## src/rtl/mux_sel_arbiter.sv

```systemverilog
// mux_sel_arbiter
//   Two-requester arbiter that owns the select line of a 2:1 datapath mux
//   (sel=1 routes in_1, sel=0 routes in_2). Ownership goes to one requester at
//   a time. Ties are broken round-robin. A grant is preempted after MAX_HOLD
//   cycles when the other requester is waiting. Every ownership change passes
//   through GUARD dead cycles with no grant.
//
// Parameters
//   MAX_HOLD  cycles a grant may persist while the other request is pending (1..2^CNT_W-1)
//   GUARD     dead cycles between releasing one grant and asserting the next (1..2^CNT_W-1)
//   CNT_W     width of the hold and guard counters
//
// Ports
//   clk        rising-edge clock
//   rst        asynchronous, active-high reset
//   req_1      requester 1 wants in_1 routed (held high for the whole transfer)
//   req_2      requester 2 wants in_2 routed
//   gnt_1      requester 1 owns the mux
//   gnt_2      requester 2 owns the mux
//   sel        mux select, 1 = in_1, 0 = in_2
//   busy       high in any state except IDLE
//   sw_pulse   one-cycle pulse with the first grant cycle whose sel differs from before
//   dbg_state  current FSM state (0 IDLE, 1 GNT1, 2 GNT2, 3 GUARD)
//
// Handshake: a request is a level. The arbiter answers with a registered grant
// one edge after it samples the request. The requester keeps req high for as
// long as it wants the mux. Dropping req releases the grant on the next edge.
// A request that falls before it is granted is forgotten.

module mux_sel_arbiter #(
  parameter int MAX_HOLD = 16,
  parameter int GUARD    = 1,
  parameter int CNT_W    = 8
) (
  input  logic       clk,
  input  logic       rst,
  input  logic       req_1,
  input  logic       req_2,
  output logic       gnt_1,
  output logic       gnt_2,
  output logic       sel,
  output logic       busy,
  output logic       sw_pulse,
  output logic [1:0] dbg_state
);

  typedef enum logic [1:0] {
    S_IDLE  = 2'd0,
    S_GNT1  = 2'd1,
    S_GNT2  = 2'd2,
    S_GUARD = 2'd3
  } state_t;

  localparam logic [CNT_W-1:0] HOLD_LIM  = CNT_W'(MAX_HOLD - 1);
  localparam logic [CNT_W-1:0] GUARD_LIM = CNT_W'(GUARD - 1);
  localparam logic [CNT_W-1:0] CNT_MAX   = {CNT_W{1'b1}};

  state_t           state_q, state_d;
  // last_q: requester granted most recently (0 = requester 1, 1 = requester 2)
  logic             last_q, last_d;
  logic [CNT_W-1:0] hold_q, hold_d;
  logic [CNT_W-1:0] guard_q, guard_d;
  logic             gnt_1_q, gnt_1_d;
  logic             gnt_2_q, gnt_2_d;
  logic             sel_q, sel_d;
  logic             busy_q, busy_d;
  logic             sw_pulse_q, sw_pulse_d;

  logic             pick_1, pick_2, arb_run;

  // Round-robin pick: on a tie the requester that was not served last wins.
  assign pick_1  = req_1 & (~req_2 | last_q);
  assign pick_2  = req_2 & (~req_1 | ~last_q);
  assign arb_run = (state_q == S_IDLE) ||
                   ((state_q == S_GUARD) && (guard_q == GUARD_LIM));

  always_comb begin
    state_d    = state_q;
    last_d     = last_q;
    hold_d     = hold_q;
    guard_d    = guard_q;
    gnt_1_d    = gnt_1_q;
    gnt_2_d    = gnt_2_q;
    sel_d      = sel_q;
    sw_pulse_d = 1'b0;

    case (state_q)
      S_GNT1: begin
        // The >= keeps preemption working even if the hold counter ran past
        // the limit while nobody else was waiting.
        if (!req_1 || (req_2 && (hold_q >= HOLD_LIM))) begin
          state_d = S_GUARD;
          gnt_1_d = 1'b0;
          guard_d = '0;
        end else if (hold_q != CNT_MAX) begin
          hold_d = hold_q + 1'b1;
        end
      end
      S_GNT2: begin
        if (!req_2 || (req_1 && (hold_q >= HOLD_LIM))) begin
          state_d = S_GUARD;
          gnt_2_d = 1'b0;
          guard_d = '0;
        end else if (hold_q != CNT_MAX) begin
          hold_d = hold_q + 1'b1;
        end
      end
      S_GUARD: begin
        if (guard_q != GUARD_LIM) begin
          guard_d = guard_q + 1'b1;
        end
      end
      default: ;
    endcase

    // Arbitration runs in IDLE and on the last guard cycle. sel holds its
    // value through GUARD and only moves when a new grant is issued.
    if (arb_run) begin
      if (pick_1) begin
        state_d    = S_GNT1;
        gnt_1_d    = 1'b1;
        sel_d      = 1'b1;
        last_d     = 1'b0;
        hold_d     = '0;
        sw_pulse_d = ~sel_q;
      end else if (pick_2) begin
        state_d    = S_GNT2;
        gnt_2_d    = 1'b1;
        sel_d      = 1'b0;
        last_d     = 1'b1;
        hold_d     = '0;
        sw_pulse_d = sel_q;
      end else begin
        state_d = S_IDLE;
      end
    end

    busy_d = (state_d != S_IDLE);
  end

  always_ff @(posedge clk or posedge rst) begin
    if (rst) begin
      state_q    <= S_IDLE;
      last_q     <= 1'b1;   // as if requester 2 went last: requester 1 wins the first tie
      hold_q     <= '0;
      guard_q    <= '0;
      gnt_1_q    <= 1'b0;
      gnt_2_q    <= 1'b0;
      sel_q      <= 1'b0;
      busy_q     <= 1'b0;
      sw_pulse_q <= 1'b0;
    end else begin
      state_q    <= state_d;
      last_q     <= last_d;
      hold_q     <= hold_d;
      guard_q    <= guard_d;
      gnt_1_q    <= gnt_1_d;
      gnt_2_q    <= gnt_2_d;
      sel_q      <= sel_d;
      busy_q     <= busy_d;
      sw_pulse_q <= sw_pulse_d;
    end
  end

  assign gnt_1     = gnt_1_q;
  assign gnt_2     = gnt_2_q;
  assign sel       = sel_q;
  assign busy      = busy_q;
  assign sw_pulse  = sw_pulse_q;
  assign dbg_state = state_q;

endmodule

```

## config.mk

```make
export PLATFORM = sky130hd
export DESIGN_NAME = mux_sel_arbiter
export DESIGN_NICKNAME = d
export VERILOG_FILES = /design/src/rtl/mux_sel_arbiter.sv
export SDC_FILE = /design/constraint.sdc
export NUM_CORES = 1
export LEC_CHECK = 0
export ABC_AREA = 1
export BUFFER_PORTS_ARGS = -buffer_cell sky130_fd_sc_hd__buf_2
export CAP_MARGIN = 20
export CORE_ASPECT_RATIO = 1.5
export CORE_UTILIZATION = 36
export CTS_CLUSTER_DIAMETER = 200
export DETAILED_ROUTE_END_ITERATION = 8
export GPL_TIMING_DRIVEN = 0
export PLACE_DENSITY_LB_ADDON = 0.25
export SLEW_MARGIN = 10
export SYNTH_ARGS = -nofsm -noshare
export SYNTH_HDL_FRONTEND = slang
export SYNTH_SLANG_ARGS = --single-unit
```

## constraint.sdc

```tcl
create_clock -name clk -period 1.5 [get_ports clk]
set_input_delay 0.225 -clock clk [delete_from_list [all_inputs] [get_ports clk]]
set_output_delay 0.225 -clock clk [all_outputs]
set_load 0.05 [all_outputs]
```

==> metrics.log <==
INFO  metric finalHoldWorstSlack = 0.403 ns
INFO  metric cts_htree_levels = 1
INFO  metric sum_of_routed_wire_length_over_all_layers = 4.05 mm
INFO  metric grt_start_max_net_pins = 25
INFO  metric gpl.final_weighted_congestion = 0.805
INFO  metric drtAntennaViolNets = 0
INFO  metric max_frequency = 0.616 GHz
INFO  metric drt-wirelength-per-cell = 13.7 µm
INFO  metric nNetsFinal = 263
INFO  metric first_global_vias = 1430
INFO  metric gr_util_all_layers = 17.9%
INFO  metric clockBufferDepth = 2
INFO  metric power-per-cell-area = 2080 nW/µm²
INFO  metric first_pass_iters = 4
INFO  metric synth.yosys.warnings = 0
INFO  metric site_rows = 29
INFO  metric cts_tree = yes
INFO  metric syn_to_final_growth = 36.8%
INFO  metric timing.final.crit_period = 1.62 ns
INFO  metric worst_slew_pin_slew = 0.466 ns
INFO  metric synth_seq_area_share = 38.5%
INFO  metric cap_viol_max_count = 0
INFO  metric design.core.area = 4210 µm²
INFO  metric clock_network_latency_to_the_later_pin_of_the_worst_skew_pair = 0.27 ns
INFO  metric internal-power = 2330 µW
INFO  metric power.net_switching = 2120 µW
INFO  metric placement.setup.worst_slack = -0.253 ns
INFO  metric mappedNetlistNets = 222
INFO  metric peakVddDrop = 1110 µV
INFO  metric syn-mean-instance-area = 7.45 µm²
INFO  metric floorplan.die.height = 82.7 µm
INFO  metric io-pin-count = 11
INFO  metric final_core_util = 50.8%
INFO  metric sw_frac_of_total = 47.7%
INFO  metric cts.sinks = 24
INFO  metric fin_ws = -0.124 ns
INFO  metric global_route.overflow_total = 0
INFO  metric start_util = 37.2%
INFO  metric dpl.hpwl = 2.63 mm
INFO  metric critPathArrivalTime = 1.79 ns
INFO  metric violations = negative setup slack
INFO  metric design_power_total = 4450 µW
INFO  metric grt_first_pass_wirelength = 6.38 mm
INFO  metric proportion_of_power_drawn_by_flip_flops_and_latches = 22.1%
INFO  metric clockPowerShare = 9.9%
INFO  metric timing.critical_path.required = 1.66 ns
INFO  metric worstPathMaxFanout = 6
INFO  metric post-route-drc-count = 0
INFO  metric clock_transition_at_the_register_clock_pins_on_the_worst_setup_and_hold_paths_after_cts = 0.09 ns
INFO  metric worst_hold_path_type = in2reg
INFO  metric final-setup-viol-count = 21
INFO  metric numPortBuffers = 10
INFO  metric numCtsBuffers = 3
INFO  metric syn_inst = 210
INFO  metric dr.first_iter.drc_count = 53
INFO  metric maxSlewHeadroom = 68.9%
INFO  metric yosys_register_bits = 24
INFO  metric die_area = 4620 µm²
INFO  metric unrepaired_setup_endpoints_after_global_routing = true
INFO  metric vias = 1537
INFO  metric via_cell_ratio = 5.19
INFO  metric netlist_area = 1560 µm²
INFO  metric result_of_the_run = complete, but fails checks
INFO  metric finalHoldViolCount = 0
INFO  metric timing.critical_path.from_type = register
INFO  metric clock_skew = 0.0106 ns
INFO  metric timing.final.max_slew_violations = 0
INFO  metric pwr-share-comb = 67.9%
INFO  metric antenna_found_initial = 0
INFO  metric final_antenna_diode_count = 0
INFO  metric yosys.cell_types.count = 27
INFO  metric cp-end-kind = register
INFO  metric period_share = 108%
INFO  metric layout-drive-gt1-share = 33.2%
INFO  metric p_leak = 0.000980 µW
INFO  metric die_w = 55.8 µm
INFO  metric setup.worst_path.class = reg2reg
INFO  metric cts_root_buf = sky130_fd_sc_hd__clkbuf_8
[registers in the layout (all words and copies together) (netlist names)]
name,cells
busy,1
dbg_state,2
gnt_1,1
gnt_2,1
guard_q,8
hold_q,8
last_q,1
sel,1
sw_pulse,1
[repair_timing]
item | CTS | global route
endpoints found under the hold margin | 0 | 8
gates resized for setup | 20 | 10
hold buffers | 0 | 1
endpoints found under the setup margin | 22 | 24
buffers inserted | 15 | 7
gates cloned | 2 | 0
pin swaps | 6 | 10
[final timing paths]
path | start | slack [ns] | depth (start not counted) | endpoint
worst min register to register | gnt_2 | 0.48 | 2 | gnt_2
worst max register to register | dbg_state[0] | -0.12 | 10 | hold_q[5]
min in group asynchronous | rst | 0.50 | 3 | guard_q[6]
max in group asynchronous | rst | 0.48 | 4 | last_q
worst max-delay path | dbg_state[0] | -0.12 | 10 | hold_q[5]
worst min-delay path | req_1 | 0.40 | 4 | last_q
[kinds of logic after synthesis]
kind of cell,after synthesis,share of synthesized area (%)
buffers and inverters,32,8.40
AOI/OAI and AO/OA,29,10.6
and+or+nand+nor,113,33.9
xor gates and xnor gates,4,2.24
DFF,24,38.5
adders and majority gates,8,6.40
[layer usage]
| metal | track usage (%) | wire [µm] |
|---|---|---|
| met5 | 0 | 0 |
| met4 | 8.05 | 96 |
| met3 | 1.87 | 97 |
| met2 | 34.5 | 2170 |
| met1 | 20.0 | 1690 |
[cell type report]
class,count,area (µm²)
fillers,405,2070
multi-input cells,155,973
flip-flops and latches,24,609
repair buffers,35,288
inverters,28,110
well taps,46,57.6
clock buffers,4,55.1
plain buffers,4,46.3
[critical path, stage by stage (launching register included)]
cell and delay, ns:
sky130_fd_sc_hd__dfrtp_4 0.47, sky130_fd_sc_hd__ha_4 0.15, sky130_fd_sc_hd__inv_2 0.04, sky130_fd_sc_hd__nor3_2 0.19
sky130_fd_sc_hd__nand3_2 0.11, sky130_fd_sc_hd__nand2_4 0.13, sky130_fd_sc_hd__inv_4 0.06, sky130_fd_sc_hd__a21oi_4 0.20
sky130_fd_sc_hd__nor2_1 0.07, sky130_fd_sc_hd__nand2_1 0.06, sky130_fd_sc_hd__inv_1 0.03
[placed cells by master, fill, tap and decap left out, drive strengths merged]
master / netlist / final
nand3: 25 / 25
o211ai: 1 / 1
or2: 1 / 1
xor2: 4 / 4
inv: 28 / 28
a211oi: 1 / 1
o21ai: 12 / 12
o22ai: 1 / 1
a21boi: 1 / 1
nand2: 50 / 50
nand4: 10 / 10
dfstp: 1 / 1
nand3b: 1 / 1
buf: 2 / 36
dlygate4sd3: 0 / 1
nor2: 25 / 25
nor3: 1 / 1
a21oi: 13 / 14
dfrtp: 23 / 23
clkbuf: 2 / 6
ha: 8 / 8
[cells in the mapped netlist, drive strengths merged]
master   n  share of area, %
nand2   50                13
o211ai   1              0.48
nor3     1              0.64
a21boi   1              0.48
dfstp    1               1.7
or2      1              0.40
nand3b   1              0.48
dfrtp   23                37
a21oi   13               4.9
buf      2               1.2
clkbuf   2              0.48
nand3   25               9.0
nor2    25               6.5
a211oi   1              0.48
xor2     4               2.2
o22ai    1              0.40
ha       8               6.4
nand4   10               4.0
o21ai   12               3.8
inv     28               6.7
[per-stage QoR]
stage | std cells | instance area, µm² | TNS, ns
final | 296 | 2140 | -1.62
after global routing | 296 | 2140 | -3.27
after CTS | 287 | 2010 | -1.56
after detailed placement | 266 | 1740 | -4.16
after global placement | 266 | 1740 | -4.03
after floorplan | 210 | 1640 | -0.930
[power by group through the flow]
stage	Sequential, µW	Combinational [µW]	Clock (µW)
2_1_floorplan	1300	1480	0
3_3_place_gp	1010	2270	0
3_5_place_dp	1020	2260	0
4_1_cts	977	2890	456
5_1_grt	1010	3280	482
6_report	984	3020	442
No activity file was read; power rests on OpenSTA's default activity.
